## src/rtl/seq_addsub_nb.sv

```systemverilog
// Purpose: serial adder/subtractor, STEP bits per cycle through a ripple slice.
// Latency: done pulses WIDTH/STEP edges after the edge that samples start.
// Backpressure: none; start is only taken in IDLE and ignored while busy.
module seq_addsub_nb #(
  parameter int WIDTH = 8,
  parameter int STEP  = 1
) (
  input  logic             clk,
  input  logic             rst,
  input  logic             start,
  input  logic             sub,
  input  logic [WIDTH-1:0] a,
  input  logic [WIDTH-1:0] b,
  output logic             busy,
  output logic             done,
  output logic [WIDTH-1:0] s,
  output logic             c,
  output logic             v
);

  localparam int N  = WIDTH / STEP;
  localparam int CW = (N > 1) ? $clog2(N) : 1;

  typedef enum logic [1:0] {IDLE, RUN, DONE} state_t;

  state_t           state, state_nxt;
  logic [WIDTH-1:0] op_a, op_b, acc, acc_nxt;
  logic             carry;
  logic [CW-1:0]    cnt;
  logic             last_slice;
  logic [STEP-1:0]  slice_sum;
  logic             slice_cout;
  logic             carry_msb;
  logic             chain;

  assign last_slice = (cnt == CW'(N - 1));

  // State register; reset aborts any operation in flight.
  always_ff @(posedge clk or posedge rst) begin
    if (rst) state <= IDLE;
    else     state <= state_nxt;
  end

  // Next-state and status outputs; DONE lasts exactly one cycle.
  always_comb begin
    state_nxt = state;
    busy      = 1'b0;
    done      = 1'b0;
    case (state)
      IDLE: if (start) state_nxt = RUN;
      RUN: begin
        busy = 1'b1;
        if (last_slice) state_nxt = DONE;
      end
      DONE: begin
        busy      = 1'b1;
        done      = 1'b1;
        state_nxt = IDLE;
      end
      default: state_nxt = IDLE;
    endcase
  end

  // One STEP-bit ripple slice on the low bits of the shifting operands;
  // carry_msb ends as the carry into the slice's top bit, used for overflow.
  always_comb begin
    chain     = carry;
    carry_msb = carry;
    slice_sum = '0;
    for (int i = 0; i < STEP; i++) begin
      carry_msb    = chain;
      slice_sum[i] = op_a[i] ^ op_b[i] ^ chain;
      chain        = (op_a[i] & op_b[i]) | (chain & (op_a[i] ^ op_b[i]));
    end
    slice_cout = chain;
  end

  // Result accumulates from the top down so the LSB slice lands at bit 0.
  always_comb begin
    acc_nxt                    = acc >> STEP;
    acc_nxt[WIDTH-1 -: STEP]   = slice_sum;
  end

  // Operand capture, slice iteration and result commit.
  always_ff @(posedge clk or posedge rst) begin
    if (rst) begin
      op_a  <= '0;
      op_b  <= '0;
      acc   <= '0;
      carry <= 1'b0;
      cnt   <= '0;
      s     <= '0;
      c     <= 1'b0;
      v     <= 1'b0;
    end else begin
      case (state)
        IDLE: begin
          if (start) begin
            op_a  <= a;
            op_b  <= sub ? ~b : b;
            carry <= sub;
            cnt   <= '0;
          end
        end
        RUN: begin
          op_a  <= op_a >> STEP;
          op_b  <= op_b >> STEP;
          carry <= slice_cout;
          cnt   <= cnt + CW'(1);
          acc   <= acc_nxt;
          if (last_slice) begin
            s <= acc_nxt;
            c <= slice_cout;
            v <= carry_msb ^ slice_cout;
          end
        end
        default: ;
      endcase
    end
  end

endmodule

```

## config.mk

```make
export PLATFORM = sky130hd
export DESIGN_NAME = seq_addsub_nb
export DESIGN_NICKNAME = d
export VERILOG_FILES = /design/src/rtl/seq_addsub_nb.sv
export SDC_FILE = /design/constraint.sdc
export NUM_CORES = 1
export LEC_CHECK = 0
export BUFFER_PORTS_ARGS = -buffer_cell sky130_fd_sc_hd__buf_4
export CORE_MARGIN = 5
export CORE_UTILIZATION = 36
export CTS_CLUSTER_SIZE = 25
export DETAILED_ROUTE_END_ITERATION = 12
export GPL_TIMING_DRIVEN = 0
export SYNTH_ARGS = -nofsm -noshare
export SYNTH_HDL_FRONTEND = slang
export SYNTH_SLANG_ARGS = --single-unit
```

## constraint.sdc

```tcl
create_clock -name clk -period 4.45 [get_ports clk]
set_input_delay 0.2225 -clock clk [delete_from_list [all_inputs] [get_ports clk]]
set_output_delay 0.2225 -clock clk [all_outputs]
set_load 0.02 [all_outputs]
```

==> run_results.csv <==
group,metric,value,unit
outcome,status,"finished, final reports clean",
final_layout,nNetsFinal,210,
power_and_ir_drop,power.leakage,1.119,nW
synthesis,netlist_instances,147,
clock_network,cts_hold_buf,0,
floorplanning,num_rows,26,
sta,post-route-period-util,36.68,%
floorplanning,dieArea,6659,um^2
power_and_ir_drop,cellPowerDensity,671.1,nW/um^2
clock_network,postCtsSetupRepairBufs,0,
route,wl_per_cell,13.66,um
sta,final_max_slew_viol_count,0,
placed_design,pre_cts_ws,2.804,ns
global_route,grt_use_total,11.83,%
floorplanning,start_util,36.60,%
final_layout,drive_gt1_share,34.78,%
clock_network,cts_root_buffer,"clkbuf_8",
global_route,grt_remaining_overflow,0,
global_route,grt_max_degree,40,
clock_network,insertion_delay,0.29,ns
sta,clock.fmax,612.6,MHz
route,drt_wl_total,3470,um
synthesis,ys_ff_latch,39,
sta,layout_setup_ws,2.818,ns
setup_path,worstPathRequired,4.67,ns
route,drt_iter0_drc,39,
clock_network,cts_tree,"done",
global_route,antenna_found_initial,0,
route,vias,1163,
setup_path,cp.arrival,1.85,ns
sta,slew_headroom,44.67,%
setup_path,crit_type,"reg2reg",
floorplanning,die_h,81.60,um
sta,period_needed,1.632,ns
sta,tightest_slew,0.8288,ns
clock_network,cts_htree_levels,2,
setup_path,endpoint_kind,"register",
final_layout,area_growth,21.69,%
global_route,grt_pass1_wl,5906,um
sta,rsz0062_at_grt,"no",
clock_network,cts_resized,0,
synthesis,synth_area_per_cell,12.55,um^2
synthesis,ys_types,22,
floorplanning,num_io_pins,32,
synthesis,netlist_area,1846,um^2
sta,setup_tns,0,ns
sta,fin_skew,0.01196,ns
global_route,top_usage_layer,"met2",
placed_design,portBuffers,30,
floorplanning,core,5042,um^2
clock_network,clk_pin_slew,0.08,ns
sta,setup_viol,0,
global_route,use_met3,4.386,%
synthesis,yosysSeqAreaShare,52.88,%
floorplanning,die_w,81.60,um
route,drc_errors,0,
route,firstDrtPassIters,3,
synthesis,synth_nets,173,
route,ant_nets,0,
setup_path,crit_path_max_fanout,10,
global_route,gr-usage-met2,20.28,%
clock_network,cts_buffer_depth,2,
clock_network,clock-sinks,39,
synthesis,ys_warn_count,0,
placed_design,post-dp-hpwl,2559,um
clock_network,numCtsBuffers,5,
sta,hold_violations,0,
power_and_ir_drop,ir_worst_vdd,0.2273,mV
route,avgViaCountPerCell,4.579,
global_route,grt_pass1_vias,1306,
hold_path,hp-class,"in2async",
global_route,use_met1,13.32,%
run,drv_cap,0,
placed_design,routabilityCongestion,0.7205,
setup_path,cp-start-kind,"register",
final_layout,diodes,0,
## cell type report
type                       instances  area, um^2
inverter                           5       21.27
buffer                             7       68.82
sequential                        39       975.9
multi-input combinational         96       779.5
fill                             509        2796
timing repair buffer              30       225.2
tap                               70       87.58
clock buffer                       6       82.58
clock inverter                     1       5.005
## sequential cells by signal (all words and copies together), names as in the netlist, 2 cells and up
name	cells
cnt	3
op_b	8
s	8
state	2
op_a	8
acc	7
## kinds of logic after synthesis
kind of cell / after synthesis / synth area share, %
fa+ha+maj: 6 / 4.475
compound gates: 25 / 7.458
buf+inv: 12 / 4.881
xor+xnor: 9 / 4.271
mux: 32 / 20.75
simple gates: 24 / 5.288
flops: 39 / 52.88
## power breakdown
part	total (mW)	internal, mW	leakage, nW	switching, mW
clock	0.241	0.122	0.0470	0.119
combinational	0.666	0.335	0.575	0.331
sequential	0.601	0.508	0.497	0.0927
total	1.51	0.964	1.12	0.543
## final timing paths
path	start	cells past startpoint	slack, ns	endpoint
hold / removal	rst	2	0.11	v
max in group asynchronous	rst	2	3.82	s[6]
hold reg to reg	v	2	0.49	v
setup / recovery	state[0]	6	2.82	cnt[0]
min in group clk	a[7]	3	0.18	op_a[7]
setup reg to reg	state[0]	6	2.82	cnt[0]
## cell usage in the layout, fill, tap and decap left out, types with 3 or more instances in the layout
master and instances:
buf_6 5, xor2_1 7, a21oi_1 4, mux2_4 8, mux2_2 8, o21ai_1 13
inv_1 3, mux2i_1 15, ha_1 5, buf_4 31, nand2_1 21, dfrtp_1 39
o21ai_0 5, clkbuf_8 6
## Yosys cell counts
master    count  area share, %
dfrtp_1      39             53
nand2_1      21            4.3
mux2i_1      15            8.1
o21ai_1      13            3.5
mux2_2        8            4.9
mux2_4        8            6.5
xor2_1        7            3.3
buf_6         5            3.1
ha_1          5            3.4
o21ai_0       5            1.4
a21oi_1       4            1.1
inv_1         4           0.81
a32o_1        2            1.1
nand2b_1      2           0.68
xnor2_1       2           0.95
buf_2         1           0.27
buf_4         1           0.41
fa_1          1            1.1
inv_4         1           0.34
mux2i_4       1            1.2
nand2_2       1           0.34
o31ai_1       1           0.41
## layer usage
| layer | wire length, um | up-vias |
|---|---|---|
| li1 | - | 569 |
| met1 | 1479 | 559 |
| met2 | 1712 | 29 |
| met3 | 231 | 6 |
| met4 | 46 | 0 |
| met5 | 0 | - |
## critical path: stages (launching register included)
cell,delay [ns]
dfrtp_1,0.41
inv_1,0.10
ha_1,0.26
mux2i_4,0.45
buf_6,0.20
nand2_1,0.06
o21ai_1,0.08
## per-stage QoR
| stage | cell area, um^2 | utilization [%] | power [mW] | std cells | hold slack, ns |
|---|---|---|---|---|---|
| 3_3_place_gp | 2158 | 42.80 | 1.252 | 247 | 0.4651 |
| 6_report | 2246 | 44.54 | 1.507 | 254 | 0.1091 |
| 3_5_place_dp | 2158 | 42.80 | 1.287 | 247 | 0.4480 |
| 5_1_grt | 2246 | 44.54 | 1.625 | 254 | 0.1886 |
| 4_1_cts | 2246 | 44.54 | 1.535 | 254 | 0.1265 |
| 2_1_floorplan | 1846 | - | 1.099 | 147 | 0.3568 |
Note: power is estimated with default switching activity, not from simulation.
